**config.mk**
```make
export PLATFORM = sky130hd
export DESIGN_NAME = ofm_packer
export DESIGN_NICKNAME = d
export VERILOG_FILES = /design/src/rtl/ofm_packer.sv
export SDC_FILE = /design/constraint.sdc
export NUM_CORES = 1
export LEC_CHECK = 0
export ABC_AREA = 0
export CAP_MARGIN = 0
export CELL_PAD_IN_SITES_DETAIL_PLACEMENT = 1
export CELL_PAD_IN_SITES_GLOBAL_PLACEMENT = 1
export CORE_MARGIN = 3
export CORE_UTILIZATION = 34
export DETAILED_ROUTE_END_ITERATION = 8
export GPL_TIMING_DRIVEN = 0
export PLACE_DENSITY = 0.76
export SLEW_MARGIN = 25
export SYNTH_ARGS = -nofsm -noshare
export SYNTH_HDL_FRONTEND = slang
export SYNTH_SLANG_ARGS = --single-unit
```
**constraint.sdc**
```tcl
create_clock -name clk -period 1.5 [get_ports clk]
set_input_delay 0.225 -clock clk [delete_from_list [all_inputs] [get_ports clk]]
set_output_delay 0.225 -clock clk [all_outputs]
set_load 0.05 [all_outputs]
```
**src/rtl/ofm_packer.sv**
```systemverilog
`timescale 1ns/1ps
// ofm_packer: write-back stage in front of the output feature-map memory.
// Packs accepted 8-bit pixels four per 32-bit word (lane 0 = bits 31:24),
// writes words at sequential addresses and raises `done` after the final
// byte of a layer has been written.
// Optional build macro: OFM_RELU_EN -- when defined, negative pixels
// (bit 7 set) are clamped to 8'h00 before packing; PAD is never clamped.
module ofm_packer #(
  parameter int          DEPTH = 128,
  parameter logic [7:0]  PAD   = 8'h00
) (
  input  logic        clk,
  input  logic        rst,
  input  logic        start,
  input  logic        in_valid,
  input  logic [7:0]  in_data,
  input  logic        in_last,
  output logic        in_ready,
  output logic        wr,
  output logic [31:0] address,
  output logic [7:0]  wrData [0:3],
  output logic        done,
  output logic        overflow
);

  typedef enum logic [1:0] {
    IDLE   = 2'd0,
    FILL   = 2'd1,
    WRITE  = 2'd2,
    FINISH = 2'd3
  } state_t;

  // The pointer must be able to hold DEPTH itself: that value means "full".
  localparam int             PW       = $clog2(DEPTH + 1);
  localparam logic [PW-1:0]  PTR_FULL = PW'(DEPTH);

  state_t         state_q, state_d;
  logic [PW-1:0]  ptr_q;
  logic [1:0]     lane_idx_q;
  logic [7:0]     lanes_q [0:3];
  logic [7:0]     lanes_d [0:3];
  logic           last_q;

  logic [7:0]     pix;
  logic           accept;
  logic           entering_write;
  logic           full;

  logic           in_ready_d, wr_d, done_d, overflow_d;
  logic [31:0]    address_d;
  logic [7:0]     wrData_d [0:3];

`ifdef OFM_RELU_EN
  // Signed pixel: clamp negatives to zero before they enter a lane.
  assign pix = in_data[7] ? 8'h00 : in_data;
`else
  assign pix = in_data;
`endif

  // A start pulse wins over a simultaneous handshake, so the byte is dropped.
  assign accept         = in_ready && in_valid && !start;
  assign entering_write = (state_d == WRITE);
  assign full           = (ptr_q == PTR_FULL);

  // State register.
  always_ff @(posedge clk) begin
    // NOTE: sequential state uses non-blocking assignments so every flop
    // samples pre-edge values regardless of process evaluation order.
    if (rst) state_q <= IDLE;
    else     state_q <= state_d;
  end

  // Next-state logic; start restarts the layer from any state.
  always_comb begin
    // NOTE: every always_comb output gets a default first so no path
    // leaves it unassigned and a latch cannot be inferred.
    state_d = state_q;
    if (start) begin
      state_d = FILL;
    end else begin
      case (state_q)
        IDLE:    state_d = IDLE;
        FILL:    if (accept && (lane_idx_q == 2'd3 || in_last)) state_d = WRITE;
        WRITE:   state_d = last_q ? FINISH : FILL;
        FINISH:  state_d = FINISH;
        default: state_d = IDLE;
      endcase
    end
  end

  // Lane contents including the byte accepted this cycle.
  always_comb begin
    for (int i = 0; i < 4; i++) lanes_d[i] = lanes_q[i];
    if (accept) lanes_d[lane_idx_q] = pix;
  end

  // Next values of the registered outputs, derived from the next state.
  always_comb begin
    in_ready_d = (state_d == FILL);
    done_d     = (state_d == FINISH);
    wr_d       = entering_write && !full;
    overflow_d = start ? 1'b0 : (overflow || (entering_write && full));
    address_d  = address;
    for (int i = 0; i < 4; i++) wrData_d[i] = wrData[i];
    // Address and data only move on a real write; otherwise they hold.
    if (wr_d) begin
      address_d = 32'(ptr_q);
      for (int i = 0; i < 4; i++) wrData_d[i] = lanes_d[i];
    end
  end

  // Output registers.
  always_ff @(posedge clk) begin
    if (rst) begin
      in_ready <= 1'b0;
      wr       <= 1'b0;
      address  <= '0;
      done     <= 1'b0;
      overflow <= 1'b0;
      for (int i = 0; i < 4; i++) wrData[i] <= 8'h00;
    end else begin
      in_ready <= in_ready_d;
      wr       <= wr_d;
      address  <= address_d;
      done     <= done_d;
      overflow <= overflow_d;
      for (int i = 0; i < 4; i++) wrData[i] <= wrData_d[i];
    end
  end

  // Packing datapath: pointer, lane index, lanes and the latched last flag.
  always_ff @(posedge clk) begin
    if (rst || start) begin
      ptr_q      <= '0;
      lane_idx_q <= 2'd0;
      last_q     <= 1'b0;
      // NOTE: the four lanes are a small register array, not a RAM, so they
      // are reset explicitly; unfilled lanes of a partial word must read PAD.
      for (int i = 0; i < 4; i++) lanes_q[i] <= PAD;
    end else begin
      case (state_q)
        FILL: begin
          if (accept) begin
            lanes_q    <= lanes_d;
            lane_idx_q <= lane_idx_q + 2'd1;
            last_q     <= in_last;
          end
        end
        WRITE: begin
          // A dropped (full) write leaves the pointer parked at DEPTH.
          if (wr) ptr_q <= ptr_q + PW'(1);
          lane_idx_q <= 2'd0;
          last_q     <= 1'b0;
          for (int i = 0; i < 4; i++) lanes_q[i] <= PAD;
        end
        default: ;
      endcase
    end
  end

endmodule
```
== Word-level counts from Yosys, hierarchy flattened ==
Index checks and enable logic that the tools add are counted.
Operators by class
  bitwise gates (word level): 1
  order comparisons: 2
  eq/ne operators: 9
  reduce and logical (&&, ||, !) cells: 16
  add/subtract/negate cells: 2
  muxes and demuxes: 14
Operators by type and width (count)
  two-way mux 32 bit: 2
  case mux 32 bit (2 select lines): 1
  bitwise mux 32 bit: 1
  demux 8 bit (select 2 bit): 1
  == test 2 bit, second input constant: 5
  adder 8 x 1 -> 8 bit, second input constant: 1
  == test 8 bit, second input constant: 1
  two-way mux 2 bit: 4
  two-way mux 8 bit: 1
  case mux 2 bit (4 select lines): 1
  logical AND 1 bit: 6
  == test 2 x 1 -> 1 bit, second input constant: 2
  case mux 2 bit (2 select lines): 1
  AND reduction 2 bit: 2
  >= comparator 3 bit, second input constant: 1
  logical OR 1 bit: 3
  less-than comparator 3 x 1 -> 1 bit, second input constant: 1
  inverter 2 -> 3 bit: 1
  adder 2 x 1 -> 2 bit, second input constant: 1
  logical NOT 1 bit: 2
  logical NOT 2 bit: 1
  != test 2 bit, second input constant: 1
  case mux 1 bit (2 select lines): 1
  nonzero test 2 bit: 1
  other kinds (2): 2
Storage, ports and cells
  register bits: 89
  bits of input ports: 13
  output and inout bits: 68
  logic and storage cells: 61

== Logic depth before layout (Yosys ltp) ==
  depth after elaboration: 9
  mapped depth: 8
  gate-level depth less buffers: 6

== Least setup slack after synthesis ==
No wires, ideal clock.
  path kind: reg2reg
  start: register in_ready
  end: register wrData[0] (netlist name)
  path buffers: 2
  clock period less this slack: 1776 ps
  required time: 1409 ps
  arrival: 1685 ps
  path slack: -276 ps
  stages on the path, launching flop included: 7
  library setup time: 91 ps
  cells stage by stage: dfxtp_1 -> and4bb_2 -> o211a_1 -> buf_6 -> buf_2 -> nor2_1 -> a311oi_1
Between the ends
  longest elaborated chain between the ends: 8
  elaborated cells between the ends (all ways): 9
  those cells by class: eq/ne (1); mux (4); reduce/logical (4)
Ends and longest elaborated chain
  start, declared: RTL line 18  | output logic in_ready,
  start signal, assigned: RTL line 122  | in_ready <= in_ready_d;
  logical AND 1 bit * (2 in series): RTL line 61  | assign accept = in_ready && in_valid && !start;
  logical AND 1 bit: RTL line 83  | FILL: if (accept && (lane_idx_q == 2'd3 || in_last)) state_d = WRITE;
  two-way mux 2 bit: RTL line 83
  case mux 2 bit (4 select lines): RTL line 81  | case (state_q)
  two-way mux 2 bit: RTL line 78  | if (start) begin
  == test 2 bit: RTL line 62  | assign entering_write = (state_d == WRITE);
  logical AND 1 bit: RTL line 101  | wr_d = entering_write && !full;
  end, declared: RTL line 21  | output logic [7:0] wrData [0:3],
Every way passes the cells marked *; elsewhere a longest branch is shown, timed or not.
A chain may end at the register's enable or synchronous reset.

== Worst setup path in the final report ==
  start: register ptr_q[0]
  end: register wrData[31] (netlist name)
Between the ends
  longest elaborated chain between the ends: 3
Ends and longest elaborated chain
  start, declared: RTL line 38  | logic [PW-1:0] ptr_q;
  start signal, assigned: RTL line 151  | if (wr) ptr_q <= ptr_q + PW'(1);
  == test 8 bit: RTL line 63  | assign full = (ptr_q == PTR_FULL);
  logical NOT 1 bit: RTL line 101
  logical AND 1 bit: RTL line 101
No other way between the ends.

==> flow_metrics.py <==
metrics = {
    "status": {
        "run_status": "finished with violations",
        "violations": "setup timing",
    },
    "layout": {
        "area_growth_syn_to_layout_pct": 45.9,
        "final_cell_mix": "sky130_fd_sc_hd__nand2_1, sky130_fd_sc_hd__dfxtp_1, sky130_fd_sc_hd__buf_4",
        "num-fill-cells": 1272,
        "insertedDiodeCount": 0,
        "drive_above_1_share_pct": 30.4,
        "layout.cells.most_common": "sky130_fd_sc_hd__nand2_1",
        "design.final.nets": 576,
        "post-route-util_pct": 51.8,
        "design_area_sq_mm": 0.00572,
    },
    "placement": {
        "io_buffers": 55,
        "place_congestion": 0.843,
        "place_ws_ns": -0.747,
        "post-dp-hpwl_um": 8460,
        "post_dp_cell_area_sq_mm": 0.00475,
    },
    "power": {
        "static-leakage-power_uw": 0.00236,
        "irDropWorstVdd_uv": 815,
        "power.clock.fraction_pct": 44.4,
        "power_switching_share_pct": 26.2,
        "power.switching_uw": 1370,
        "p_seq_share_pct": 45.4,
        "power.density_mw_per_mm2": 916,
        "pwr-share-comb_pct": 10.2,
        "p_int_uw": 3870,
    },
    "drt": {
        "wirelength_um": 13300,
        "viasPerCell": 5.20,
        "detailroute.via_count": 3649,
        "dr.first_iter.drc_count": 179,
        "routedWlPerCell_um": 19.0,
        "drc": 0,
        "first_pass_iters": 4,
        "detail-route-antenna-nets": 0,
    },
    "timing": {
        "worst_max_slew_pin_slew_ns": 0.642,
        "finClkSkew_ns": 0.00810,
        "max-slew-margin-rel_pct": 57.2,
        "final.hold.worst_slack_ns": 0.369,
        "fmax_ghz": 0.580,
        "period_needed_ns": 1.73,
        "layout_worst_path_cycle_share_pct": 115,
        "timing_max_transition_violations_final": 0,
        "grt_setup_unrepaired": "yes",
        "layout_setup_ws_ns": -0.225,
        "hold_viol": 0,
        "final-setup-viol-count": 41,
        "setup-tns-final_ns": -6.14,
    },
    "critical_path": {
        "critical_path_arrival_ns": 1.92,
        "setup.worst_path.start_class": "flip-flop",
        "worst_setup_path_startpoint": "ptr_q[0]",
        "crit_required_ns": 1.69,
        "largest_driver_fanout_on_the_critical_path": 7,
        "timing_worst_setup_path_type": "reg2reg",
        "end_kind": "flip-flop",
        "timing.rr.start": "ptr_q[0]",
    },
    "floorplanning": {
        "start_util_pct": 35.5,
        "row_count": 38,
        "die_area_sq_mm": 0.0129,
        "design.core.area_sq_mm": 0.0110,
        "chipWidth_um": 113,
        "pin_count": 81,
        "die_height_um": 113,
    },
    "clocking": {
        "htreeDepth": 3,
        "clk_latency_ns": 0.34,
        "cts.path.max_buffers": 2,
        "cts.root.buffer_cell": "sky130_fd_sc_hd__clkbuf_16",
        "number_of_buffers_created_by_cts": 9,
        "clkTransAtPathRegs_ns": 0.07,
        "cts_tree": "done",
        "cts.sink_count": 89,
    },
    "synth": {
        "synthCells": 449,
        "synthArstFlopShare_pct": 0,
        "synth_area_sq_mm": 0.00392,
        "ys_types": 37,
        "register_bit_total_from_synthesis": 89,
        "syn_area_per_cell_sq_um": 8.73,
        "ys.flop_type": "sky130_fd_sc_hd__dfxtp_1",
        "synth_sequential_area_ratio_pct": 45.4,
        "synth-edff-count": 0,
        "yosysWarnings": 0,
    },
    "job": {
        "cap_viol_max_count": 0,
    },
    "grt": {
        "first_pass_grt_wire_length_um": 21000,
        "grt_antenna_before_repair": 0,
        "grt_overflow": 0,
        "grt_start_max_net_pins": 16,
        "grtUsageTotal_pct": 20.7,
        "grt_pass1_vias": 3884,
    },
    "worst_hold_path": {
        "holdCritStartpoint": "rst",
        "min-delay-path-class": "in2reg",
    },
}
-- power groups by stage --
stage	Sequential [uW]	Clock (uW)	Combinational (uW)
after global routing	2380	2460	561
final	2380	2330	532
after CTS	2380	2350	507
after floorplan	2490	0	293
after detailed placement	2440	0	472
after global placement	2440	0	469
-- cell usage after synthesis (3+ instances only) --
master                      n  area share (%)
sky130_fd_sc_hd__nand3_1   33             4.2
sky130_fd_sc_hd__o21ai_0    4            0.51
sky130_fd_sc_hd__xor2_1     3            0.67
sky130_fd_sc_hd__a21oi_1   10             1.3
sky130_fd_sc_hd__mux2i_1   38             9.7
sky130_fd_sc_hd__inv_1      5            0.48
sky130_fd_sc_hd__buf_4     24             4.6
sky130_fd_sc_hd__nor2_1    54             5.2
sky130_fd_sc_hd__nand2_1   90             8.6
sky130_fd_sc_hd__a22oi_1    3            0.57
sky130_fd_sc_hd__a311oi_1  32             7.1
sky130_fd_sc_hd__clkbuf_1  11             1.1
sky130_fd_sc_hd__buf_2      9             1.1
sky130_fd_sc_hd__buf_6      5             1.4
sky130_fd_sc_hd__nand2b_1   3            0.48
sky130_fd_sc_hd__buf_1      3            0.29
sky130_fd_sc_hd__dfxtp_1   89              45
sky130_fd_sc_hd__nand4_1    3            0.48
sky130_fd_sc_hd__ha_1       6             1.9
-- logic make-up (layout without fill, tap and decap cells) --
group	count (synthesis)	in the layout	synth area share, %
AO/OA/AOI/OAI	54	54	10.6
XOR/XNOR	5	5	1.12
adder cells (fa/ha/maj)	6	6	1.91
buffers and inverters	57	147	9.00
flip-flops	89	89	45.4
multiplexers	39	39	9.99
other	1	24	0.0956
AND/OR/NAND/NOR	198	198	21.9
-- stage by stage --
step	instances	power, uW
6_report	702	5240
3_5_place_dp	667	2920
4_1_cts	697	5240
3_3_place_gp	667	2910
5_1_grt	702	5410
2_1_floorplan	472	2780
-- registers in the layout, summed over array words and instances, names as in the netlist, 2 cells and up --
register	count
state_q	2
lanes_q	32
wrData	32
lane_idx_q	2
ptr_q	8
address	8
-- what timing repair did --
action                                  in CTS  in global routing
resized for setup                          149                 66
pin swaps                                    7                 10
gates cloned                                 6                  0
buffers inserted                            11                  7
hold buffers                                 0                  0
endpoints found under the setup margin     128                 94
-- layer usage --
layer	vias up	part of all wire, %	global-route usage (%)
met2	121	50	36.3
met4	0	2.6	7.37
li1	1713	-	-
met1	1785	40	25.4
met5	-	0	0
met3	30	7.2	3.93
-- worst paths after layout --
path | to | slack [ns] | depth (start not counted)
worst max-delay path | wrData[31] | -0.23 | 9
worst min-delay path | wr | 0.37 | 2
worst min register to register | lanes_q[18] | 0.46 | 2
worst max register to register | wrData[31] | -0.23 | 9
-- final cells by class --
cell class / count / area (sq um) / share of cell area [%]
Multi-Input combinational cell: 326 / 2250 / 39.3
Sequential cell: 89 / 1810 / 31.7
Timing Repair Buffer: 79 / 769 / 13.5
Buffer: 47 / 389 / 6.80
Clock buffer: 10 / 239 / 4.18
Tap cell: 140 / 175 / 3.06
Clock inverter: 6 / 66.3 / 1.16
Inverter: 5 / 18.8 / 0.328
-- critical path, cell delays in order, from the launching register on --
cell and delay, ns:
sky130_fd_sc_hd__dfxtp_4 0.35, sky130_fd_sc_hd__inv_2 0.09, sky130_fd_sc_hd__ha_4 0.16, sky130_fd_sc_hd__nand4bb_4 0.12, sky130_fd_sc_hd__o211a_4 0.30, sky130_fd_sc_hd__buf_12 0.16
sky130_fd_sc_hd__buf_6 0.13, sky130_fd_sc_hd__buf_16 0.14, sky130_fd_sc_hd__nor2_4 0.09, sky130_fd_sc_hd__a311oi_2 0.05
No activity file was read; power rests on OpenSTA's default activity.
